[src/rtl/ula_sequencer_pkg.sv]
// Shared definitions for the ULA command sequencer: opcodes, FSM states, matrix geometry.
// Latency: n/a (types, constants and pure helper functions only).
// Backpressure: n/a.
package ula_sequencer_pkg;

    localparam int N_ELEM = 25;
    localparam int MAT_W  = 8 * N_ELEM;

    localparam logic [3:0] OP_NOP   = 4'b0000;
    localparam logic [3:0] OP_SOMA  = 4'b0011;
    localparam logic [3:0] OP_SUBT  = 4'b0100;
    localparam logic [3:0] OP_MULT  = 4'b0101;
    localparam logic [3:0] OP_OPOS  = 4'b0110;
    localparam logic [3:0] OP_TRANS = 4'b0111;
    localparam logic [3:0] OP_ESCL  = 4'b1000;
    localparam logic [3:0] OP_DET2  = 4'b1001;
    localparam logic [3:0] OP_DET3  = 4'b1010;
    localparam logic [3:0] OP_DET4  = 4'b1011;
    localparam logic [3:0] OP_DET5  = 4'b1100;

    typedef enum logic [2:0] {
        ST_IDLE   = 3'd0,
        ST_LOAD_A = 3'd1,
        ST_LOAD_B = 3'd2,
        ST_EXEC   = 3'd3,
        ST_STORE  = 3'd4,
        ST_DONE   = 3'd5
    } state_t;

    function automatic logic is_legal(input logic [3:0] op);
        return (op >= OP_SOMA) && (op <= OP_DET5);
    endfunction

    // Only element-wise two-operand ops need matrix B fetched.
    function automatic logic is_binary(input logic [3:0] op);
        return (op == OP_SOMA) || (op == OP_SUBT) || (op == OP_MULT);
    endfunction

    function automatic logic [7:0] byte_sel(input logic [MAT_W-1:0] bus, input logic [4:0] idx);
        logic [7:0] b;
        b = '0;
        for (int k = 0; k < N_ELEM; k++) begin
            if (idx == 5'(k)) b = bus[8*k +: 8];
        end
        return b;
    endfunction

endpackage

[src/rtl/ula_sequencer_matrix_byte_packer.sv]
// Assembles a 25-element int8 matrix one byte at a time into a 200-bit register.
// Latency: a byte presented with load=1 is visible on matrix the cycle after.
// Backpressure: none; every load is accepted, clear has priority over load.
module matrix_byte_packer
    import ula_sequencer_pkg::*;
(
    input  logic             clk,
    input  logic             rst_n,
    input  logic             clear,
    input  logic             load,
    input  logic [4:0]       idx,
    input  logic [7:0]       data,
    output logic [MAT_W-1:0] matrix
);

    // Insert the byte at element idx; clear wipes stale data from a previous command.
    always_ff @(posedge clk or negedge rst_n) begin
        if (!rst_n) begin
            matrix <= '0;
        end else if (clear) begin
            matrix <= '0;
        end else if (load) begin
            for (int k = 0; k < N_ELEM; k++) begin
                if (idx == 5'(k)) matrix[8*k +: 8] <= data;
            end
        end
    end

endmodule

[src/rtl/ula_sequencer.sv]
// Sequences one ULA command: fetch A (and B), run the ULA, write 25 result bytes back to RAM.
// Latency: done_op 80 cycles after start for binary ops, 54 for unary (1-cycle ULA); error 1 cycle.
// Backpressure: start is ignored while busy; ULA_TIMEOUT_EN bounds the wait on ula_done.
module ula_sequencer
    import ula_sequencer_pkg::*;
#(
    parameter int ADDR_W  = 9,
    parameter int TIMEOUT = 16
) (
    input  logic              clk,
    input  logic              rst_n,
    input  logic              start,
    input  logic [3:0]        opcode,
    input  logic [7:0]        escalar,
    input  logic [ADDR_W-1:0] addr_a,
    input  logic [ADDR_W-1:0] addr_b,
    input  logic [ADDR_W-1:0] addr_c,
    output logic              busy,
    output logic              done_op,
    output logic              error,
    output logic [ADDR_W-1:0] mem_addr,
    output logic              mem_rd_en,
    input  logic [7:0]        mem_rd_data,
    output logic              mem_wr_en,
    output logic [7:0]        mem_wr_data,
    output logic [3:0]        ula_opcode,
    output logic [7:0]        ula_escalar,
    output logic [MAT_W-1:0]  ula_matriz_a,
    output logic [MAT_W-1:0]  ula_matriz_b,
    input  logic [MAT_W-1:0]  ula_result,
    input  logic              ula_done
);

    localparam int         EXEC_W    = $clog2(TIMEOUT + 1);
    localparam logic [4:0] LAST_IDX  = 5'(N_ELEM - 1);
    localparam logic [4:0] LOAD_LAST = 5'(N_ELEM);

    state_t              state;
    logic [4:0]          cnt;
    logic [EXEC_W-1:0]   exec_cnt;
    logic [3:0]          op_q;
    logic [ADDR_W-1:0]   addr_a_q;
    logic [ADDR_W-1:0]   addr_b_q;
    logic [ADDR_W-1:0]   addr_c_q;
    logic [MAT_W-1:0]    result_q;

    logic                cap_a;
    logic                cap_b;
    logic                clr_b;
    logic [4:0]          cap_idx;
    logic [ADDR_W-1:0]   rd_base;

    // Read data trails the request by one cycle, so load cycle cnt captures byte cnt-1.
    assign cap_idx = cnt - 5'd1;
    assign cap_a   = (state == ST_LOAD_A) && (cnt != 5'd0);
    assign cap_b   = (state == ST_LOAD_B) && (cnt != 5'd0);
    assign clr_b   = (state == ST_IDLE) && start;
    assign rd_base = (state == ST_LOAD_A) ? addr_a_q : addr_b_q;

    matrix_byte_packer u_pack_a (
        .clk    (clk),
        .rst_n  (rst_n),
        .clear  (1'b0),
        .load   (cap_a),
        .idx    (cap_idx),
        .data   (mem_rd_data),
        .matrix (ula_matriz_a)
    );

    matrix_byte_packer u_pack_b (
        .clk    (clk),
        .rst_n  (rst_n),
        .clear  (clr_b),
        .load   (cap_b),
        .idx    (cap_idx),
        .data   (mem_rd_data),
        .matrix (ula_matriz_b)
    );

    // Command FSM; every output is registered so RAM and ULA see glitch-free controls.
    always_ff @(posedge clk or negedge rst_n) begin
        if (!rst_n) begin
            state       <= ST_IDLE;
            cnt         <= '0;
            exec_cnt    <= '0;
            op_q        <= OP_NOP;
            addr_a_q    <= '0;
            addr_b_q    <= '0;
            addr_c_q    <= '0;
            result_q    <= '0;
            busy        <= 1'b0;
            done_op     <= 1'b0;
            error       <= 1'b0;
            mem_addr    <= '0;
            mem_rd_en   <= 1'b0;
            mem_wr_en   <= 1'b0;
            mem_wr_data <= '0;
            ula_opcode  <= OP_NOP;
            ula_escalar <= '0;
        end else begin
            done_op <= 1'b0;
            error   <= 1'b0;
            case (state)
                ST_IDLE: begin
                    if (start) begin
                        op_q        <= opcode;
                        ula_escalar <= escalar;
                        addr_a_q    <= addr_a;
                        addr_b_q    <= addr_b;
                        addr_c_q    <= addr_c;
                        if (is_legal(opcode)) begin
                            state     <= ST_LOAD_A;
                            busy      <= 1'b1;
                            cnt       <= '0;
                            mem_rd_en <= 1'b1;
                            mem_addr  <= addr_a;
                        end else begin
                            error <= 1'b1;
                        end
                    end
                end

                ST_LOAD_A, ST_LOAD_B: begin
                    if (cnt == LOAD_LAST) begin
                        cnt <= '0;
                        if ((state == ST_LOAD_A) && is_binary(op_q)) begin
                            state     <= ST_LOAD_B;
                            mem_rd_en <= 1'b1;
                            mem_addr  <= addr_b_q;
                        end else begin
                            state      <= ST_EXEC;
                            ula_opcode <= op_q;
                            exec_cnt   <= '0;
                        end
                    end else begin
                        cnt <= cnt + 5'd1;
                        if (cnt != LAST_IDX) begin
                            mem_rd_en <= 1'b1;
                            mem_addr  <= rd_base + ADDR_W'(cnt + 5'd1);
                        end else begin
                            mem_rd_en <= 1'b0;
                            mem_addr  <= '0;
                        end
                    end
                end

                ST_EXEC: begin
                    // ula_done is a registered flag; in the first cycle it still reflects the past.
                    if ((exec_cnt != '0) && ula_done) begin
                        result_q    <= ula_result;
                        ula_opcode  <= OP_NOP;
                        state       <= ST_STORE;
                        cnt         <= '0;
                        mem_wr_en   <= 1'b1;
                        mem_addr    <= addr_c_q;
                        mem_wr_data <= ula_result[7:0];
                    end
`ifdef ULA_TIMEOUT_EN
                    else if (exec_cnt == EXEC_W'(TIMEOUT - 1)) begin
                        ula_opcode <= OP_NOP;
                        error      <= 1'b1;
                        busy       <= 1'b0;
                        state      <= ST_IDLE;
                    end
`endif
                    else if (exec_cnt != '1) begin
                        exec_cnt <= exec_cnt + 1'b1;
                    end
                end

                ST_STORE: begin
                    if (cnt == LAST_IDX) begin
                        mem_wr_en   <= 1'b0;
                        mem_addr    <= '0;
                        mem_wr_data <= '0;
                        done_op     <= 1'b1;
                        state       <= ST_DONE;
                    end else begin
                        cnt         <= cnt + 5'd1;
                        mem_addr    <= addr_c_q + ADDR_W'(cnt + 5'd1);
                        mem_wr_data <= byte_sel(result_q, cnt + 5'd1);
                    end
                end

                ST_DONE: begin
                    busy  <= 1'b0;
                    cnt   <= '0;
                    state <= ST_IDLE;
                end

                default: begin
                    state <= ST_IDLE;
                end
            endcase
        end
    end

endmodule

[config.mk]
export PLATFORM = sky130hd
export DESIGN_NAME = ula_sequencer
export DESIGN_NICKNAME = d
export VERILOG_FILES = /design/src/rtl/ula_sequencer_pkg.sv /design/src/rtl/ula_sequencer_matrix_byte_packer.sv /design/src/rtl/ula_sequencer.sv
export SDC_FILE = /design/constraint.sdc
export NUM_CORES = 1
export LEC_CHECK = 0
export BUFFER_PORTS_ARGS = -buffer_cell sky130_fd_sc_hd__buf_2
export CAP_MARGIN = 20
export CELL_PAD_IN_SITES_DETAIL_PLACEMENT = 0
export CELL_PAD_IN_SITES_GLOBAL_PLACEMENT = 1
export CORE_ASPECT_RATIO = 1.75
export CORE_MARGIN = 1.5
export CORE_UTILIZATION = 43
export DETAILED_ROUTE_END_ITERATION = 12
export PLACE_DENSITY = 0.86
export SETUP_SLACK_MARGIN = 0.02
export SLEW_MARGIN = 25
export SYNTH_ARGS = -nofsm -noshare
export SYNTH_HDL_FRONTEND = slang
export SYNTH_HIERARCHICAL = 1
export SYNTH_SLANG_ARGS = --single-unit
export TNS_END_PERCENT = 1
[constraint.sdc]
create_clock -name clk -period 3.8 [get_ports clk]
set_clock_uncertainty 0.05 [all_clocks]
set_input_delay 0 -clock clk [delete_from_list [all_inputs] [get_ports clk]]
set_output_delay 0 -clock clk [all_outputs]
set_load 0.02 [all_outputs]
==> results.json <==
{
  "cts.sinks": 678,
  "grt_pass1_wl_um": 180000,
  "clk_path_buf_depth": 3,
  "ant_nets": 0,
  "endpoint_kind": "register",
  "track_usage": 0.315,
  "io_pins": 685,
  "required_ns": 4.30,
  "yosys_warnings": 6,
  "use_met1": 0.356,
  "finalCriticalPeriod_ns": 3.46,
  "setup_tns_ns": 0,
  "fp-row-count": 132,
  "yosysSeqAreaShare": 0.526,
  "grt_max_degree": 209,
  "wire_per_inst_um": 24.0,
  "cpPeakStageDelay_ns": 0.55,
  "cts_buffers": 66,
  "worstSkewPairLatency_ns": 0.65,
  "clk_pin_slew_ns": 0.07,
  "setup_viol_count_final": 0,
  "cts_setup_buffers": 0,
  "finalHoldViolCount": 0,
  "clock.fmax_ghz": 0.289,
  "synth-main-ff-cell": "dfrtp_1",
  "viasPerCell": 5.41,
  "use_met2": 0.541,
  "die_h_um": 365,
  "p_leak_nw": 23.7,
  "r2r_setup_slack_ns": 0.34,
  "cp.arrival_ns": 3.96,
  "gp_congestion": 0.997,
  "path_class": "register to register",
  "cp_slowest_cell": "nor2_1",
  "drt_wl_total_um": 122000,
  "finalMaxSlewViolations": 0,
  "dr.pass1.iters": 7,
  "ys_seq_elements": 678,
  "route.vias.total": 27500,
  "path_buf_inv": 0,
  "syn_area_um2": 32300,
  "worst_slew_pin_slew_ns": 0.961,
  "yosys-top-cells-area": "dfrtp_1, mux2i_1, nand2b_1",
  "async_flop_share": 1.00,
  "start_util": 0.435,
  "port_buffers": 684,
  "tritoncts": "yes",
  "h-tree-depth": 3,
  "hp-class": "input port to register",
  "synth_area_leader_cell": "dfrtp_1",
  "syn_to_final_growth_pct": 32.0,
  "syn_nets": 3385,
  "synth_most_common_cell": "nand2_1",
  "synth_edf_count": 0,
  "cp_top_family": "compound AO/OA/AOI/OAI gates",
  "cts-root-buf": "clkbuf_16",
  "fp.dieW_um": 210,
  "synthDistinctLibCells": 100,
  "syn_avg_cell_area_um2": 10.4,
  "grt.busiest_layer": "met2",
  "ys_top_cells_by_count": "nand2_1, dfrtp_1, nand2b_1",
  "first_global_vias": 28400,
  "critPathMaxFanout": 10,
  "use_met3": 0.0677,
  "die_area_um2": 76700,
  "crit_chain": "ha_1 -> nand2b_1 -> o211ai_2 -> nand2_1 -> nor2_1 -> a221oi_1 -> o22ai_1 -> nor3_1 -> a211oi_1",
  "overflow": 0,
  "stdcell_count": 5094,
  "peakVddDrop_mv": 0.403,
  "relSlewSlack": 0.357,
  "dp_cells": 4635,
  "fp.coreArea_um2": 74200,
  "drt_iter0_markers": 2112,
  "p_per_area_nw_per_um2": 593,
  "yosys.area.top_type_share": 0.526,
  "hpwl_um": 85600,
  "drcViolationCount": 0,
  "cp-start-kind": "register",
  "status": "finished, final reports clean",
  "antenna_found_initial": 11,
  "period_share": 0.910,
  "rsz0062_at_grt": "no",
  "final_net_count": 4371,
  "netlist_instances": 3111,
  "drv_cap": 0,
  "drive_gt1_frac": 0.253
}
what timing repair did:
item                                   CTS  global route
endpoints found under the hold margin  836             0
gates resized for setup                  0             1
setup endpoints to repair                0             1
hold buffers                           332             0
state kept, by name, summed over array words and instances (netlist names), 4 cells and up:
register and cells:
addr_a_q 9, u_pack_b/matrix 200, ula_escalar 8, addr_c_q 9, u_pack_a/matrix 200, ula_opcode 4
exec_cnt 5, addr_b_q 9, op_q 4, mem_addr 9, cnt 5, mem_wr_data 8
result_q 200
final timing paths:
path,end,startpoint,depth (start not counted)
max reg2reg,mem_wr_data[3],cnt[1],9
min,result_q[58],ula_result[58],4
min in group asynchronous,addr_b_q[6],rst_n,3
min reg2reg,result_q[10],result_q[10],2
max in group asynchronous,u_pack_b/matrix[142],rst_n,4
max,mem_wr_data[3],cnt[1],9
final cells by class:
| type | instances | area, µm² |
|---|---|---|
| fill | 6361 | 31600 |
| antenna | 10 | 25.0 |
| tap | 938 | 1170 |
| clock buffer | 90 | 1900 |
| multi-input combinational | 2190 | 14300 |
| inverter | 29 | 109 |
| clock inverter | 27 | 310 |
| timing repair buffer | 1132 | 7790 |
| sequential | 678 | 17000 |
layer usage:
layer	up-vias	part of all wire
met5	-	0.00034
met2	1225	0.49
met4	6	0.070
met3	347	0.064
met1	13500	0.37
li1	12400	-
placed cells by master, fill, tap and decap left out, types with 12 or more instances in the layout:
cell | synthesis | final
a221oi_1 | 15 | 15
dlygate4sd3_1 | 0 | 331
nand2b_1 | 425 | 425
nand3_1 | 23 | 22
o22ai_1 | 19 | 19
nor2_1 | 73 | 73
a21oi_1 | 65 | 65
nor3_1 | 15 | 15
o21ai_0 | 87 | 87
clkbuf_8 | 0 | 12
nor2b_1 | 15 | 15
clkbuf_16 | 0 | 68
mux2i_1 | 409 | 409
xnor2_1 | 16 | 14
nand2_2 | 35 | 35
a22oi_1 | 14 | 14
mux2_2 | 46 | 46
buf_2 | 28 | 683
ha_1 | 21 | 21
nand2_1 | 681 | 681
buf_4 | 14 | 104
buf_12 | 0 | 13
dfrtp_1 | 678 | 678
inv_1 | 26 | 26
cell families (layout without fill, tap and decap cells):
| logic type | after synthesis | in the layout | synth area share |
|---|---|---|---|
| multiplexers | 455 | 455 | 0.143 |
| XOR/XNOR | 23 | 23 | 0.00648 |
| AND/OR/NAND/NOR | 1367 | 1367 | 0.216 |
| other | 1 | 11 | 0.000116 |
| flip-flops | 678 | 678 | 0.526 |
| AO/OA/AOI/OAI | 321 | 321 | 0.0668 |
| adder cells (fa/ha/maj) | 23 | 23 | 0.00939 |
| buffers and inverters | 243 | 1278 | 0.0325 |
tightest hold or removal path, stage by stage:
cell,delay (ns)
dlygate4sd3_1,0.52
buf_2,0.10
nand2_1,0.04
nand2_1,0.04
power breakdown:
group | internal [mW] | switching [mW] | total [mW] | leakage (nW)
sequential | 8.07 | 0.640 | 8.71 | 9.27
combinational | 3.57 | 6.14 | 9.71 | 13.4
clock | 3.83 | 3.02 | 6.85 | 1.08
total | 15.5 | 9.80 | 25.3 | 23.7
per-stage QoR:
step	hold WS [ns]	instance area [µm²]	util	power (mW)	setup WS, ns
6_report	0.0371	42600	0.574	25.3	0.344
5_1_grt	0.0191	42600	0.574	26.3	0.224
4_1_cts	0.0000558	42600	0.574	25.2	0.283
3_5_place_dp	0.0745	37000	0.499	18.1	0.334
3_3_place_gp	0.0758	37000	0.499	18.0	0.305
2_1_floorplan	-0.346	32300	-	14.4	0.319
Power figures use the tool's default switching activity.
